$ cat src/rtl/alu_seq.sv
// Sequential ALU with registered result/flags and a start/ready/done handshake.
// Single-cycle ops finish one edge after accept; shifts and MUL iterate one step per cycle.
module alu_seq #(
   parameter int unsigned WIDTH  = 8,
   parameter bit          MUL_EN = 1'b1
) (
   input  logic             clk,
   input  logic             rst,
   input  logic             start,
   input  logic [3:0]       fn,
   input  logic [WIDTH-1:0] a,
   input  logic [WIDTH-1:0] b,
   output logic             ready,
   output logic             done,
   output logic [WIDTH-1:0] res,
   output logic             fz,
   output logic             fc,
   output logic             fneg,
   output logic             fv,
   output logic             err
);

   localparam logic [1:0] IDLE  = 2'd0;
   localparam logic [1:0] SHIFT = 2'd1;
   localparam logic [1:0] MULT  = 2'd2;

   localparam logic [WIDTH-1:0] WMAX = WIDTH'(WIDTH);
   localparam logic [WIDTH-1:0] ONE  = WIDTH'(1);
   localparam int unsigned      MSB  = WIDTH - 1;

   logic [1:0]         state_q, state_d;
   logic [WIDTH-1:0]   cnt_q, cnt_d;
   logic [3:0]         op_q;
   logic [WIDTH-1:0]   a_q, b_q;
   logic [WIDTH-1:0]   work_q, work_d;
   logic               sc_q, sc_d;
   logic [2*WIDTH-1:0] prod_q, prod_d;
   logic               pend_q, pend_d;
   logic [WIDTH-1:0]   res_q, res_d;
   logic               fz_q, fz_d, fc_q, fc_d, fneg_q, fneg_d, fv_q, fv_d;
   logic               done_q, err_q, err_d;

   logic               accept, fn_shift, fn_mul, cin, legal, c, v;
   logic [WIDTH-1:0]   n_sh, r;
   logic [WIDTH:0]     mul_sum, add_w, sub_w;

   assign ready    = (state_q == IDLE);
   assign accept   = start && ready;
   assign fn_shift = (fn == 4'h7) || (fn == 4'h8) || (fn == 4'h9);
   assign fn_mul   = MUL_EN && (fn == 4'hA);
   assign n_sh     = (a >= WMAX) ? WMAX : a;

   // Shift-add multiplier: upper half accumulates, lower half holds the remaining multiplier bits.
   assign mul_sum = {1'b0, prod_q[2*WIDTH-1:WIDTH]} + (prod_q[0] ? {1'b0, b_q} : '0);

   assign cin   = op_q[0] & fc_q;
   assign add_w = {1'b0, b_q} + {1'b0, a_q} + {{WIDTH{1'b0}}, cin};
   assign sub_w = {1'b0, b_q} - {1'b0, a_q} - {{WIDTH{1'b0}}, cin};

   always_comb begin
      state_d = state_q;
      cnt_d   = cnt_q;
      work_d  = work_q;
      sc_d    = sc_q;
      prod_d  = prod_q;
      pend_d  = 1'b0;
      case (state_q)
         IDLE: begin
            if (accept) begin
               work_d = b;
               sc_d   = 1'b0;
               prod_d = {{WIDTH{1'b0}}, a};
               if (fn_shift && (n_sh != '0)) begin
                  state_d = SHIFT;
                  cnt_d   = n_sh;
               end else if (fn_mul) begin
                  state_d = MULT;
                  cnt_d   = WMAX;
               end else begin
                  pend_d = 1'b1;
               end
            end
         end
         SHIFT, MULT: begin
            if (state_q == SHIFT) begin
               case (op_q)
                  4'h7: begin
                     sc_d   = work_q[MSB];
                     work_d = {work_q[WIDTH-2:0], 1'b0};
                  end
                  4'h8: begin
                     sc_d   = work_q[0];
                     work_d = {1'b0, work_q[WIDTH-1:1]};
                  end
                  default: begin
                     sc_d   = work_q[0];
                     work_d = {work_q[MSB], work_q[WIDTH-1:1]};
                  end
               endcase
            end else begin
               prod_d = {mul_sum, prod_q[WIDTH-1:1]};
            end
            cnt_d = cnt_q - ONE;
            if (cnt_q == ONE) begin
               state_d = IDLE;
               pend_d  = 1'b1;
            end
         end
         default: state_d = IDLE;
      endcase
   end

   always_comb begin
      r     = '0;
      c     = 1'b0;
      v     = 1'b0;
      legal = 1'b1;
      case (op_q)
         4'h0, 4'h1: begin
            r = add_w[WIDTH-1:0];
            c = add_w[WIDTH];
            v = (b_q[MSB] == a_q[MSB]) && (r[MSB] != b_q[MSB]);
         end
         4'h2, 4'h3: begin
            r = sub_w[WIDTH-1:0];
            c = sub_w[WIDTH];
            v = (b_q[MSB] != a_q[MSB]) && (r[MSB] != b_q[MSB]);
         end
         4'h4: r = b_q & a_q;
         4'h5: r = b_q | a_q;
         4'h6: r = b_q ^ a_q;
         4'h7, 4'h8, 4'h9: begin
            r = work_q;
            c = sc_q;
         end
         4'hA: begin
            if (MUL_EN) begin
               r = prod_q[WIDTH-1:0];
               c = |prod_q[2*WIDTH-1:WIDTH];
            end else begin
               legal = 1'b0;
            end
         end
         default: legal = 1'b0;
      endcase

      res_d  = res_q;
      fz_d   = fz_q;
      fc_d   = fc_q;
      fneg_d = fneg_q;
      fv_d   = fv_q;
      err_d  = 1'b0;
      if (pend_q) begin
         if (legal) begin
            res_d  = r;
            fz_d   = (r == '0);
            fc_d   = c;
            fneg_d = r[MSB];
            fv_d   = v;
         end else begin
            res_d = b_q;
            err_d = 1'b1;
         end
      end
   end

   always_ff @(posedge clk) begin
      if (rst) begin
         state_q <= IDLE;
         cnt_q   <= '0;
         op_q    <= '0;
         a_q     <= '0;
         b_q     <= '0;
         work_q  <= '0;
         sc_q    <= 1'b0;
         prod_q  <= '0;
         pend_q  <= 1'b0;
         res_q   <= '0;
         fz_q    <= 1'b0;
         fc_q    <= 1'b0;
         fneg_q  <= 1'b0;
         fv_q    <= 1'b0;
         done_q  <= 1'b0;
         err_q   <= 1'b0;
      end else begin
         state_q <= state_d;
         cnt_q   <= cnt_d;
         work_q  <= work_d;
         sc_q    <= sc_d;
         prod_q  <= prod_d;
         pend_q  <= pend_d;
         res_q   <= res_d;
         fz_q    <= fz_d;
         fc_q    <= fc_d;
         fneg_q  <= fneg_d;
         fv_q    <= fv_d;
         done_q  <= pend_q;
         err_q   <= err_d;
         if (accept) begin
            op_q <= fn;
            a_q  <= a;
            b_q  <= b;
         end
      end
   end

   assign done = done_q;
   assign res  = res_q;
   assign fz   = fz_q;
   assign fc   = fc_q;
   assign fneg = fneg_q;
   assign fv   = fv_q;
   assign err  = err_q;

endmodule

$ cat config.mk
export PLATFORM = sky130hd
export DESIGN_NAME = alu_seq
export DESIGN_NICKNAME = d
export VERILOG_FILES = /design/src/rtl/alu_seq.sv
export SDC_FILE = /design/constraint.sdc
export NUM_CORES = 1
export LEC_CHECK = 0
export CORE_MARGIN = 10
export CORE_UTILIZATION = 45
export CTS_CLUSTER_DIAMETER = 30
export CTS_CLUSTER_SIZE = 14
export DETAILED_ROUTE_END_ITERATION = 7
export PLACE_DENSITY_LB_ADDON = 0.08
export SLEW_MARGIN = 20
export SYNTH_ARGS = -nofsm -noshare
export SYNTH_HDL_FRONTEND = slang
export SYNTH_SLANG_ARGS = --single-unit
$ cat constraint.sdc
create_clock -name clk -period 5.8 [get_ports clk]
set_input_delay 1.16 -clock clk [delete_from_list [all_inputs] [get_ports clk]]
set_output_delay 1.16 -clock clk [all_outputs]
set_load 0.01 [all_outputs]
==> flow_metrics.py <==
metrics = {
    "clock_tree": {
        "clkLatencyLatePin_ns": 0.34,
        "cts_max_level": 3,
        "cts_buffer_depth": 2,
        "root_buffer": "clkbuf_8",
        "cts_tree": "yes",
        "cts_buffers": 9,
        "cts_hold_repair.buffers": 0,
        "cts_resized": 0,
        "cts_setup_buffers": 0,
        "path_clk_slew_ns": 0.08,
        "cts_sinks": 70,
    },
    "setup_path": {
        "startpoint_type": "flop",
        "crit_path_max_fanout": 23,
        "required_ns": 6.08,
        "crit_arrival_ns": 3.91,
        "end_kind": "flop",
        "critPathKind": "reg -> reg",
    },
    "floorplan": {
        "row_count": 37,
        "coreArea_um2": 10500,
        "die_area_um2": 15400,
        "fp.dieH_um": 124,
        "boundaryPins": 38,
        "start_util_pct": 46.7,
        "die_w_um": 124,
    },
    "synthesis": {
        "yosys_warnings": 0,
        "netlist.area_leader.share_pct": 28.7,
        "synth.avg_cell_area_um2": 7.72,
        "synthArstFlopShare_pct": 0,
        "ys_seq_elements": 70,
        "synthMostInstantiatedCell": "nand2_1",
        "syn_nets": 704,
        "synthTopCellsByArea": "dfxtp_1, ha_1, nand2_1",
        "synth_edf_count": 0,
        "yosysTopAreaCell": "dfxtp_1",
        "syn-cell-area_um2": 4880,
        "synthDistinctLibCells": 54,
        "synth_flop_cell": "dfxtp_1",
        "yosysSeqAreaShare_pct": 28.7,
        "synth_commonest_cells": "nand2_1, dfxtp_1, nor2_1, a21oi_1, ha_1",
        "synth_cells": 632,
    },
    "grt": {
        "grt_max_degree": 58,
        "grt_pass1_vias": 4291,
        "antenna_found_initial": 0,
        "track_usage_pct": 18.8,
        "grt_pass1_wl_um": 22900,
        "grt_overflow": 0,
    },
    "pwr": {
        "power_density_nw_per_um2": 272,
        "power.total_mw": 1.49,
        "irDropWorstVdd_mv": 0.120,
        "total_leakage_power_nw": 2.22,
    },
    "sta": {
        "fin_crit_ns": 3.63,
        "worst_hold_slack_ns": 0.444,
        "finalSetupTns_ns": 0,
        "finalClockSkew_ns": 0.0102,
        "finalCritPeriodShare_pct": 62.5,
        "slew_viol_final": 0,
        "relSlewSlack_pct": 32.9,
        "hold_viol": 0,
        "rsz0062_at_grt": "no",
        "finalSetupViolCount": 0,
        "setup_ws_ns": 2.17,
        "worst_slew_pin_slew_ns": 1.00,
        "clock.fmax_mhz": 276,
    },
    "routing": {
        "num_vias": 4507,
        "wl_um": 14400,
        "routed_via_density": 5.72,
        "routedWlPerCell_um": 18.3,
        "post-route-drc-count": 0,
        "drt_first_pass_iters": 5,
        "postRouteAntennaNets": 0,
        "drt_iter0_drc": 267,
    },
    "placed_design": {
        "place_area_um2": 5290,
        "port_buffers": 37,
        "dp.cells": 772,
        "post-place-ws_ns": 1.88,
        "hpwl_um": 10900,
        "gp_congestion": 0.966,
    },
    "job": {
        "drv_cap": 0,
    },
    "finish": {
        "fin_cells": 788,
        "fillers": 1036,
        "design_area_um2": 5500,
        "drive_gt1_share_pct": 4.45,
        "fin_nets": 719,
        "fin_util_pct": 52.5,
        "area_delta_synth_final_pct": 12.6,
        "diodes": 0,
    },
    "worst_hold_path": {
        "hold_path_class": "reg -> reg",
    },
    "run_status": {
        "status": "completed",
    },
}
-- metal layers --
metal	vias up	part of all wire, %	track usage, %
met5	-	0	0
met4	0	2.4	6.76
met3	28	5.2	2.85
met2	124	43	28.6
met1	2090	49	26.3
li1	2265	-	-
-- final timing paths --
path	start	to	slack [ns]	cells past startpoint
setup / recovery	op_q[0]	fz	2.17	10
hold reg to reg	fz	fz	0.44	2
hold / removal	fz	fz	0.44	2
setup reg to reg	op_q[0]	fz	2.17	10
-- registers in the layout, indices dropped and copies added (netlist names) --
signal / cells
pend_q: 1
err: 1
work_q: 8
prod_q: 16
sc_q: 1
fv: 1
b_q: 8
done: 1
fc: 1
res: 8
a_q: 8
fneg: 1
fz: 1
state_q: 2
op_q: 4
cnt_q: 8
-- where the power goes --
| part | switching (mW) | internal (mW) |
|---|---|---|
| sequential | 0.0744 | 0.528 |
| combinational | 0.284 | 0.196 |
| clock | 0.201 | 0.212 |
| total | 0.559 | 0.935 |
-- placed cells by master, fill, tap and decap left out, types with 12 or more instances in the layout --
cell type | netlist | final
a211oi_1 | 25 | 25
a21oi_1 | 48 | 47
a22oi_1 | 13 | 13
clkdlybuf4s50_1 | 0 | 36
dfxtp_1 | 70 | 70
ha_1 | 44 | 44
inv_1 | 41 | 41
mux2i_1 | 16 | 16
nand2_1 | 85 | 85
nor2_1 | 65 | 65
nor3_1 | 14 | 13
o21ai_0 | 27 | 27
xnor2_1 | 12 | 12
-- critical path, stage by stage (launching register included) --
cell and delay (ns):
dfxtp_1 0.83, nand2_1 0.19, inv_1 0.12, fa_1 0.47, ha_1 0.31, xnor2_1 0.17
o22ai_1 0.11, a221oi_1 0.61, nand2_1 0.09, or4_1 0.53, o21ai_1 0.14
-- cell families (layout without fill, tap and decap cells) --
family | after synthesis | in the layout | synth area share (%)
simple gates | 228 | 228 | 21.4
compound gates | 170 | 170 | 22.8
buf+inv | 78 | 98 | 6.28
flops | 70 | 70 | 28.7
fa+ha+maj | 49 | 49 | 13.3
mux | 19 | 19 | 4.20
xor+xnor | 18 | 18 | 3.23
-- final cells by class --
cell class | instances | area [um2] | share of cell area, %
clock buffers | 11 | 141 | 2.57
clock inverters | 5 | 57.6 | 1.05
inverters | 43 | 161 | 2.94
multi-input cells | 484 | 3180 | 57.9
flip-flops and latches | 70 | 1400 | 25.5
well taps | 136 | 170 | 3.10
repair buffers | 39 | 380 | 6.92
Note: power is estimated with default switching activity, not from simulation.
